**config.mk**
```make
export PLATFORM = sky130hd
export DESIGN_NAME = scoreboard_stall_cont
export DESIGN_NICKNAME = d
export VERILOG_FILES = /design/src/rtl/stall_pkg.sv /design/src/rtl/reg_ready_counter.sv /design/src/rtl/scoreboard_stall_cont.sv
export SDC_FILE = /design/constraint.sdc
export NUM_CORES = 1
export LEC_CHECK = 0
export ABC_AREA = 1
export CORE_MARGIN = 5
export CORE_UTILIZATION = 42
export DETAILED_ROUTE_END_ITERATION = 10
export PLACE_DENSITY = 0.71
export SLEW_MARGIN = 10
export SYNTH_ARGS = -nofsm -noshare
export SYNTH_HDL_FRONTEND = slang
export SYNTH_SLANG_ARGS = --single-unit
export TNS_END_PERCENT = 5
```
**constraint.sdc**
```tcl
create_clock -name ip_clk -period 2.33 [get_ports ip_clk]
set_input_delay 0.699 -clock ip_clk [delete_from_list [all_inputs] [get_ports ip_clk]]
set_output_delay 0.699 -clock ip_clk [all_outputs]
set_load 0.02 [all_outputs]
```
**src/rtl/stall_pkg.sv**
```systemverilog
// Shared constants and types for the scoreboard-based ID-stage stall controller.
package stall_pkg;

  localparam logic [5:0] OPC_LW    = 6'b100011;
  localparam logic [5:0] OPC_SW    = 6'b101011;
  localparam logic [5:0] OPC_BEQ   = 6'b000100;
  localparam logic [5:0] OPC_RTYPE = 6'b000000;

  localparam int unsigned DEF_NUM_REGS = 32;
  localparam int unsigned DEF_ALU_LAT  = 0;
  localparam int unsigned DEF_LOAD_LAT = 1;
  localparam int unsigned DEF_STAT_W   = 16;

  typedef logic [$clog2(DEF_NUM_REGS)-1:0] reg_addr_t;

  // Countdown width able to hold the larger latency; never narrower than one bit.
  function automatic int unsigned cnt_width(input int unsigned a, input int unsigned b);
    int unsigned m;
    m = (a > b) ? a : b;
    return ($clog2(m + 1) < 1) ? 1 : $clog2(m + 1);
  endfunction

endpackage

```
**src/rtl/reg_ready_counter.sv**
```systemverilog
// One register's ready countdown: decrements to zero, loads max(remaining, latency)
// on a new write, holds while frozen.
module reg_ready_counter
  import stall_pkg::*;
#(
  parameter int unsigned CNT_W = 1
) (
  input  logic             ip_clk,
  input  logic             ip_rst,
  input  logic             ip_freeze,
  input  logic             ip_load,
  input  logic [CNT_W-1:0] ip_lat,
  output logic             op_pending
);

  logic [CNT_W-1:0] r_cnt;
  logic [CNT_W-1:0] w_dec;
  logic [CNT_W-1:0] w_next;

  always_comb begin
    w_dec  = (r_cnt == '0) ? '0 : r_cnt - CNT_W'(1);
    // Keeping the longer of outstanding and new latency covers back-to-back writers.
    w_next = (ip_load && (ip_lat > w_dec)) ? ip_lat : w_dec;
  end

  always_ff @(posedge ip_clk) begin
    if (ip_rst) begin
      r_cnt <= '0;
    end else if (!ip_freeze) begin
      r_cnt <= w_next;
    end
  end

  assign op_pending = (r_cnt != '0);

endmodule

```
**src/rtl/scoreboard_stall_cont.sv**
```systemverilog
// ID-stage hazard controller: per-register ready scoreboard, issue gating and a
// saturating hazard-stall statistics counter.
module scoreboard_stall_cont
  import stall_pkg::*;
#(
  parameter  int unsigned NUM_REGS = DEF_NUM_REGS,
  parameter  int unsigned ALU_LAT  = DEF_ALU_LAT,
  parameter  int unsigned LOAD_LAT = DEF_LOAD_LAT,
  parameter  int unsigned STAT_W   = DEF_STAT_W,
  localparam int unsigned RA_W     = $clog2(NUM_REGS),
  localparam int unsigned CNT_W    = cnt_width(ALU_LAT, LOAD_LAT)
) (
  input  logic                ip_clk,
  input  logic                ip_rst,
  input  logic                ip_valid,
  input  logic [RA_W-1:0]     ip_rs,
  input  logic [RA_W-1:0]     ip_rt,
  input  logic                ip_use_rs,
  input  logic                ip_use_rt,
  input  logic [RA_W-1:0]     ip_dest,
  input  logic                ip_reg_write,
  input  logic                ip_is_load,
  input  logic                ip_freeze,
  input  logic                ip_flush,
  output logic                op_stall,
  output logic                op_issue,
  output logic [NUM_REGS-1:0] op_pending,
  output logic [STAT_W-1:0]   op_stall_count
);

  logic [NUM_REGS-1:0]    w_pending;
  logic [(1<<RA_W)-1:0]   w_pend_ext;
  logic                   w_rs_hit;
  logic                   w_rt_hit;
  logic                   w_stall;
  logic                   w_issue;
  logic                   w_stat_inc;
  logic [CNT_W-1:0]       w_lat;
  logic [STAT_W-1:0]      r_stall_count;

  assign w_pending[0] = 1'b0;
  assign w_lat = ip_is_load ? CNT_W'(LOAD_LAT) : CNT_W'(ALU_LAT);

  for (genvar r = 1; r < NUM_REGS; r++) begin : g_cnt
    logic w_load;
    assign w_load = w_issue & ip_reg_write & (ip_dest == RA_W'(r));
    reg_ready_counter #(.CNT_W(CNT_W)) u_cnt (
      .ip_clk     (ip_clk),
      .ip_rst     (ip_rst),
      .ip_freeze  (ip_freeze),
      .ip_load    (w_load),
      .ip_lat     (w_lat),
      .op_pending (w_pending[r])
    );
  end

  // Zero-extend so any source address can index safely when NUM_REGS is not a power of two.
  always_comb begin
    w_pend_ext = '0;
    w_pend_ext[NUM_REGS-1:0] = w_pending;
  end

  always_comb begin
    w_rs_hit   = ip_use_rs & (ip_rs != '0) & w_pend_ext[ip_rs];
    w_rt_hit   = ip_use_rt & (ip_rt != '0) & w_pend_ext[ip_rt];
    w_stall    = ip_valid & (w_rs_hit | w_rt_hit);
    w_issue    = ip_valid & ~w_stall & ~ip_freeze & ~ip_flush;
    w_stat_inc = w_stall & ~ip_freeze & ~ip_flush;
  end

  always_ff @(posedge ip_clk) begin
    if (ip_rst) begin
      r_stall_count <= '0;
    end else if (w_stat_inc && (r_stall_count != '1)) begin
      r_stall_count <= r_stall_count + STAT_W'(1);
    end
  end

  assign op_stall       = w_stall;
  assign op_issue       = w_issue;
  assign op_pending     = w_pending;
  assign op_stall_count = r_stall_count;

endmodule

```
==> flow_summary.ini, run 1 <==
[sta]
rsz0062_at_grt = true
hold_slack_ps = 524
final_max_slew_viol_count = 0
setup_violations = 2
finalCritPeriodShare_pct = 111
min_period_ps = 2580
worst_slack_ps = -248
fmax_mhz = 388
finClkSkew_ps = 7.95
hold_viol = 0

[floorplanning]
rows = 32
die_w_um = 98.3
die_y_um = 98.3
pin_count = 74
die-area_um2 = 9660
coreArea_um2 = 7650
initial_core_util_pct = 42.8

[worst_hold_path]
hold_path_startpoint = op_stall_count[7]$_SDFFE_PP0P_
min_path_type = flop to flop
holdPathEnd = op_stall_count[7]$_SDFFE_PP0P_
hold_depth = 2

[grt]
grt_max_degree = 34
antenna_found_initial = 0
grt_pass1_vias = 3428
grt_pass1_wl_mm = 17.0
globalRouteOverflowTotal = 0
grt_usage_pct = 21.3

[worst_setup_path]
crit_buf_inv = 5
cp_max_fo = 7
required_ps = 1630
slowest_delay_ps = 140
r2r_end = g_cnt[16].u_cnt.op_pending$_SDFFE_PP0N_
rrSetupSlack_ps = 350
crit_arrival_ps = 1880
crit_slowest_cell = buf_12
r2r_cells = 15
endpoint_kind = output port
cp_top_family = simple AND/OR/NAND/NOR gates
critical_path_class = input port to output port
reg2reg_from = g_cnt[3].u_cnt.op_pending$_SDFFE_PP0N_
crit_chain = buf_12 -> buf_12 -> inv_12 -> nand2_2 -> nand2_1 -> nand2_1 -> nand3_1 -> nand3_1 -> nand3_2 -> nand3_4 -> nand2_4 -> nand2_2 -> inv_2 -> buf_6
startpoint_type = input port

[power]
switching_share_pct = 28.1
p_switching_uw = 448
p_leak_nw = 1.86
ir_drop_mv = 0.247
power_density_nw_per_um2 = 349
combPwrFrac_pct = 19.3
power_frac_seq_pct = 50.5
intPower_mw = 1.14
clkPwrFrac_pct = 30.2

[logic_synthesis]
ys_seq_area_share_pct = 28.7
synthDistinctLibCells = 30
synth.ff_latch_count = 47
syn_nets = 546
syn_area_per_cell_um2 = 6.29
yosys_warnings = 0
syn_inst = 521
syn_area_um2 = 3280

[placement]
pre_cts_slack_ps = -1160
post_dp_cell_area_um2 = 4230
port_buffers = 72
place_congestion = 1.05
dp_hpwl_mm = 7.92

[run]
drv_cap = 0

[clock_tree]
cts_max_path_buffers = 2
htreeDepth = 2
clkSinkCount = 47
cts_tree = yes
root_buffer = clkbuf_8
clk_latency_ps = 300
clk_pin_slew_ps = 90
cts_made_buffers = 5

[cells_and_area]
stdcell_area_um2 = 4560
nFillCells = 711
final_nets = 633
layout_commonest_cell = nand2_1
drive_gt1_share_pct = 22.0
final_cell_mix = nand2_1, nand3_1, clkdlybuf4s50_1
synthToLayoutAreaGrowth_pct = 39.2
finish.utilization_pct = 59.6
n_antenna_cell = 0

[outcome]
status = complete, but fails checks
violations = negative setup slack

[detailed_routing]
wl_mm = 10.3
drt_iter0_markers = 232
vias = 3606
wire_per_inst_um = 14.6
drt_first_pass_iters = 5
drt-vias-per-instance = 5.08
drc = 0
ant_nets = 0
## final cells by class
cell class	instances	area [um^2]	share of cell area, %
multi-input cells	362	1850	40.5
repair buffers	132	1310	28.8
flip-flops and latches	47	941	20.6
inverters	58	234	5.13
well taps	102	128	2.80
clock buffers	5	68.8	1.51
repair inverters	2	16.3	0.357
clock inverters	2	13.8	0.302
## metrics by stage
stage          setup TNS [ps]  std cells  power (mW)
3_5_place_dp           -22750        695        1.07
6_report                 -477        710        1.59
4_1_cts                  -458        708        1.58
2_1_floorplan               0        521       0.971
5_1_grt                  -608        710        1.66
3_3_place_gp           -21310        695        1.07
## power groups by stage
stage	Combinational, mW	Clock, mW	Sequential, mW
floorplan	0.148	0	0.824
global placement	0.248	0	0.823
detailed placement	0.251	0	0.823
CTS	0.288	0.488	0.804
global route	0.329	0.530	0.805
finish	0.307	0.482	0.804
## synthesized netlist by cell type (all sizes together)
master / number / share of area (%)
a21oi: 51 / 8.9
buf: 43 / 10
clkbuf: 11 / 1.3
clkinv: 1 / 0.15
conb: 1 / 0.11
dfxtp: 47 / 29
ha: 1 / 0.38
inv: 57 / 6.5
nand2: 166 / 20
nand3: 76 / 12
nand3b: 1 / 0.61
nand4: 6 / 1.1
nor2: 33 / 4.3
nor3: 5 / 0.76
nor3b: 1 / 0.23
nor4: 1 / 0.19
o211ai: 1 / 0.23
o21ai: 5 / 0.76
xnor2: 6 / 1.6
xor2: 8 / 2.1
## worst reg2reg max path, cell delays in order (launching register included)
cell and delay, ps:
dfxtp_1 320, inv_1 120, nand2_1 70, nand3_1 80, nand2_1 50, nand2_1 60, nand2_1 50, nor2_1 130
nand2_2 90, nand3_4 110, nand3_4 90, buf_4 150, nor2_4 120, buf_4 200, nand3_1 130, a21oi_1 150
## kinds of logic (layout without fill, tap and decap cells)
logic type      Yosys count  after routing  share of synthesized area, %
simple gates            289            289                          39.1
xor+xnor                 14             14                          3.74
buf+inv                 112            199                          18.0
compound gates           57             57                          9.93
fa+ha+maj                 1              1                         0.382
flops                    47             47                          28.7
other cells               1              1                         0.114
## flip-flops by register name, indices dropped and copies added, names as in the netlist
| name | cells |
|---|---|
| g_cnt.u_cnt.op_pending | 31 |
| op_stall_count | 16 |
## how the worst max path moves through the flow
stage / from / end / slack, ps / depth (start not counted)
global route: ip_rs[0] / op_stall / -320 / 14
finish: ip_rs[0] / op_stall / -250 / 14
floorplan: ip_rs[0] / op_stall / 7 / 12
global placement: ip_rt[0] / op_issue / -1150 / 13
detailed placement: ip_rt[0] / op_stall / -1160 / 13
CTS: ip_rs[0] / op_stall / -240 / 14
## per-layer routing
layer | up-vias | routed length, um | GRT usage [%]
met5 | - | 0 | 0
met4 | 0 | 163 | 5.04
met3 | 19 | 804 | 3.64
met2 | 174 | 4830 | 34.2
met1 | 1619 | 4550 | 29.7
li1 | 1794 | - | -
## timing repair
action	in CTS	in global routing
hold buffers	0	0
pin swaps	17	17
cloned	6	0
resized for setup	68	18
buffers inserted	0	2
setup endpoints to repair	49	4
Power figures use the tool's default switching activity.
==> run 2: changes to the inputs <==
HOLD_SLACK_MARGIN = 0.12   (was not set)
SYNTH_HIERARCHICAL = 1   (was not set)
==> flow_summary.ini, run 2 <==
[sta]
final_max_slew_viol_count = 0
fin_setup_tns_ps = -1270
min_period_ps = 2540
fmax_mhz = 393
worst_slack_ps = -213
rsz0062_at_grt = true
setup_violations = 30
worst_pin_slew_ps = 603
hold_slack_ps = 553
hold_viol = 0
finalCritPeriodShare_pct = 109
finClkSkew_ps = 10.8
relSlewSlack_pct = 59.8

[worst_setup_path]
cp-endpoint = op_stall
crit_arrival_ps = 1840
startpoint_type = input port
critPathLaunch = ip_rs[0]
critical_path_class = input port to output port
required_ps = 1630
endpoint_kind = output port
r2r_cells = 15
reg2reg_from = g_cnt[6].u_cnt/op_pending$_SDFFE_PP0N_
r2r_end = g_cnt[17].u_cnt/op_pending$_SDFFE_PP0N_
rrSetupSlack_ps = 130
cp_max_fo = 7

[placement]
place_congestion = 0.870
port_buffers = 72
dp_hpwl_mm = 8.34

[clock_tree]
clkSinkCount = 47
cts_made_buffers = 5
cts_max_path_buffers = 2
clk_latency_ps = 310
cts_tree = yes
htreeDepth = 2
root_buffer = clkbuf_8
clk_pin_slew_ps = 90

[cells_and_area]
finish.utilization_pct = 62.3
n_antenna_cell = 0
multi_input_area_um2 = 2030
nFillCells = 778
largest_reg_flops = 31
layout_commonest_cell = nand2_1
final_nets = 772
synthToLayoutAreaGrowth_pct = 46.3
final_cell_mix = nand2_1, inv_1, nor2_1
drive_gt1_share_pct = 17.0
seqCellArea_um2 = 941

[detailed_routing]
vias = 4102
routed-wl-met3_um = 502
ant_nets = 0
drt_first_pass_iters = 5
route.met2.wl_mm = 5.44
drt-met1-wl_mm = 5.24
wire_per_inst_um = 13.4
wl_mm = 11.4
drt_iter0_markers = 242
routed.top_layer = met4
drt-vias-per-instance = 4.81
drc = 0

[power]
ir_drop_mv = 0.237
power_density_nw_per_um2 = 407
p_leak_nw = 2.45

[floorplanning]
die_y_um = 101
die_w_um = 101
coreArea_um2 = 8090
rows = 33
pin_count = 74
initial_core_util_pct = 42.6
die-area_um2 = 10100

[grt]
grt_max_degree = 63
globalRouteOverflowTotal = 0
grt_pass1_vias = 3849
grt_pass1_wl_mm = 18.3
antenna_found_initial = 0
grt_usage_pct = 22.2

[logic_synthesis]
syn_nets = 649
yosysTopAreaCellShare_pct = 27.3
async_flop_share_pct = 0
synth_top_cell_by_area = dfxtp_1
yosys-top-cells-count = nand2_1, inv_1, nor2_1, nand3_1, dfxtp_1
yosys_warnings = 6
yosysMostFrequentCell = nand2_1
synth.ff_latch_count = 47
synthDistinctLibCells = 29
ys_seq_area_share_pct = 27.3
syn_area_um2 = 3450
yosys_most_used_dff = dfxtp_1
syn_area_per_cell_um2 = 5.52
synth.area.top_cells = dfxtp_1, nand2_1, inv_1, nor2_1, nand3_1
synth-edff-count = 0
syn_inst = 624

[worst_hold_path]
min_path_type = flop to flop

[run]
drv_cap = 0

[outcome]
violations = negative setup slack
status = complete, but fails checks
## run 2: cell count changes after synthesis, sizes merged, moves of 3 or more
cell / before / now
nand4: 6 / 17
clkbuf: 11 / 3
o211ai: 1 / 4
o21bai: 0 / 11
nand3: 76 / 52
a21boi: 0 / 3
xnor2: 6 / 0
buf: 43 / 12
inv: 57 / 140
xor2: 8 / 0
nand2: 166 / 179
a21oi: 51 / 33
nor2: 33 / 110
## run 2: cell type report
type / instances / share of cell area (%)
clock buffers: 6 / 1.44
flip-flops and latches: 47 / 18.7
inverters: 141 / 10.8
repair inverters: 1 / 0.323
well taps: 105 / 2.61
multi-input cells: 421 / 40.4
repair buffers: 130 / 25.2
clock inverters: 1 / 0.596
## run 2: worst min path at each step
stage / start / endpoint / slack, ps / depth (start not counted)
CTS: op_stall_count[9]$_SDFFE_PP0P_ / op_stall_count[9]$_SDFFE_PP0P_ / 560 / 4
global route: op_stall_count[5]$_SDFFE_PP0P_ / op_stall_count[5]$_SDFFE_PP0P_ / 610 / 4
floorplan: g_cnt[11].u_cnt/op_pending$_SDFFE_PP0N_ / g_cnt[11].u_cnt/op_pending$_SDFFE_PP0N_ / 600 / 4
detailed placement: op_stall_count[5]$_SDFFE_PP0P_ / op_stall_count[5]$_SDFFE_PP0P_ / 540 / 4
finish: op_stall_count[9]$_SDFFE_PP0P_ / op_stall_count[9]$_SDFFE_PP0P_ / 550 / 4
global placement: op_stall_count[9]$_SDFFE_PP0P_ / op_stall_count[9]$_SDFFE_PP0P_ / 530 / 4
## run 2: repair_timing
item                                   4_1_cts  5_1_grt
endpoints found under the hold margin        0        0
hold buffers                                 0        0
gates resized for setup                     78       26
buffers inserted                             0        2
gates cloned                                 7        0
setup endpoints to repair                   49       35
pin swaps                                   23       18
## run 2: critical path, stage by stage
cell	delay, ps
buf_12	120
buf_12	140
clkinv_8	70
nand2_2	40
nand2_1	60
nand2_1	60
nand3_1	90
nand3_2	90
nand3_2	80
nand3_4	90
a21boi_2	150
buf_6	130
## run 2: where the power goes
part / internal [mW] / switching [mW]
Clock: 0.315 / 0.284
Combinational: 0.264 / 0.332
Sequential: 0.831 / 0.0264
## run 2: layer usage
layer | track usage, % | vias to the layer above
li1 | - | 2130
met1 | 29.1 | 1851
met2 | 37.8 | 100
met3 | 3.67 | 21
met4 | 6.22 | 0
met5 | 0 | -
## run 2: cell families (layout without fill, tap and decap cells)
group	count (synthesis)	count (layout)	share of synthesized area (%)
simple gates	364	364	44.4
buf+inv	156	279	18.5
compound gates	55	55	9.30
flops	47	47	27.3
fa+ha+maj	1	1	0.363
other cells	1	1	0.109
## run 2: metrics by stage
stage               total power, mW  instances  area [um^2]  worst slack, ps
finish                         2.05        852         5040             -213
global route                   2.15        852         5040             -270
CTS                            2.03        850         4930             -211
detailed placement             1.40        836         4610            -1140
global placement               1.39        836         4610            -1150
floorplan                      1.15        624         3490             -136
==> edit, RTL diff (config.mk and constraints of run 2) <==
The package constant `DEF_NUM_REGS` goes from 32 to 16.
--- a/src/rtl/stall_pkg.sv
+++ b/src/rtl/stall_pkg.sv
@@ -6,7 +6,7 @@
   localparam logic [5:0] OPC_BEQ   = 6'b000100;
   localparam logic [5:0] OPC_RTYPE = 6'b000000;
 
-  localparam int unsigned DEF_NUM_REGS = 32;
+  localparam int unsigned DEF_NUM_REGS = 16;
   localparam int unsigned DEF_ALU_LAT  = 0;
   localparam int unsigned DEF_LOAD_LAT = 1;
   localparam int unsigned DEF_STAT_W   = 16;
Ports: changed (resized ip_dest, ip_rs, ip_rt and op_pending); port bits go from 74 to 55. No check against the original RTL was run, so the function may have changed too.
==> edit against run 2 <==
  * The flow still finishes with violations (negative setup slack)
  * First-iteration DRC count fell by 24%
  * Area after synthesis fell by 36%
  * Sequential cell count fell by 16
  * Worst setup slack improved by 0.053 ns
  * Total power fell by 34%
  * Cell count fell by 36%
  * Cell area fell by 36%
  * Worst hold slack got worse by 0.0011 ns
  * Wire length fell by 43%
==> edit: results <==
[yosys]
synthTopCellsByCount = "nand2_1 (113), inv_1 (77), nor2_1 (52)"
yosys-top-cells-area = "dfxtp_1 (28%), nand2_1 (19%), inv_1 (13%)"
ys_seq_area_frac = 0.280

[pwr]
ir_worst_vdd_mv = 0.295
power_uw = 1350
p_leak_uw = 0.00152

[global_routing]
grt_usage = 0.206
first_global_vias = 2482
grt_pass1_wl_mm = 11.1
grt_max_degree = 32

[setup_path]
worstPathArrival_ns = 1.79
critPathLaunch = "ip_rt[0]"
cp_slowest_cell = "buf_6"
rr_startpoint = "op_stall_count[1]"

[status]
violations = "negative setup slack"
status = "finished with violations"

[timing]
setup-violations-final = 2
fin_skew_ns = 0.00200
setup_slack_ns = -0.159

[placed_design]
io_buffers = 53
dp_hpwl_mm = 4.80
routabilityCongestion = 0.894
placed_cell_area_um2 = 3010
dp_slack_ns = -1.13

[clock_tree]
clock_latency_ns = 0.27
clk_pin_slew_worst_paths_ns = 0.06

[cells_and_area]
nets = 498
multi_input_area_um2 = 1310
largest_reg_flops = 16
fillCellCount = 488

[routing]
drt-initial-drc-count = 185
viasPerCell = 4.83
antenna_left = 0
post_drt_wl_per_cell_um = 11.9
==> edit: changes by cell type after synthesis, sizes merged, moves of 3 or more <==
| cell | run 2 | this run |
|---|---|---|
| inv | 140 | 78 |
| a21oi | 33 | 18 |
| dfxtp | 47 | 31 |
| nand2 | 179 | 115 |
| o21bai | 11 | 0 |
| o21ai | 4 | 1 |
| nor2 | 110 | 53 |
| nand3 | 52 | 39 |
| nor3 | 3 | 24 |
| buf | 12 | 8 |
==> edit: cell type report <==
cell class                      count  share of cell area
Multi-Input combinational cell    273               0.406
Timing Repair Buffer               87               0.249
Clock buffer                        8              0.0312
Inverter                           78              0.0927
Sequential cell                    31               0.193
Tap cell                           70              0.0273
==> edit: metal layers <==
| metal | GRT usage | wire length, um | up-vias | part of all wire |
|---|---|---|---|---|
| met3 | 0.0477 | 353 | 2 | 0.054 |
| met5 | 0 | 0 | - | 0 |
| met2 | 0.349 | 3150 | 74 | 0.48 |
| met1 | 0.264 | 2980 | 1174 | 0.46 |
| met4 | 0.0523 | 19 | 0 | 0.0029 |
| li1 | - | - | 1390 | - |
==> edit: stage by stage <==
stage,hold slack [ns],setup TNS [ns],std cells
after floorplan,0.597,-0.225,392
after global placement,0.521,-14.38,536
after detailed placement,0.530,-15.80,536
after CTS,0.550,-0.488,547
after global routing,0.605,-0.501,547
final,0.552,-0.304,547
==> edit: worst reg2reg max path, delay by kind of cell, from the launching register on <==
family / cells / cell delay (ns)
simple gates: 9 / 1.25
fa+ha+maj: 1 / 0.20
flops: 1 / 0.39
==> edit: repair_timing <==
action / 4_1_cts / 5_1_grt
pin swaps: 14 / 8
cloned: 1 / 0
hold buffers: 0 / 0
gates resized for setup: 56 / 15
endpoints found under the setup margin: 33 / 9
setup buffers: 2 / 0
==> edit: final timing paths <==
check,cells past startpoint,slack (ns),end
hold / removal,3,0.55,op_stall_count[4]
setup / recovery,12,-0.16,op_stall
setup reg to reg,10,0.38,op_stall_count[9]
hold reg to reg,3,0.55,op_stall_count[4]
==> edit: where the power goes <==
part	internal (uW)	switching, uW
registers	544	13.7
logic	144	182
clock network	269	195
total	958	391
==> edit: kinds of logic (layout without fill, tap and decap cells) <==
family / count (synthesis) / after routing / synth area share
fa+ha+maj: 1 / 1 / 0.00565
buf+inv: 88 / 173 / 0.169
other cells: 1 / 1 / 0.00169
simple gates: 247 / 247 / 0.482
flops: 31 / 31 / 0.280
compound gates: 23 / 23 / 0.0571
xor+xnor: 1 / 1 / 0.00396
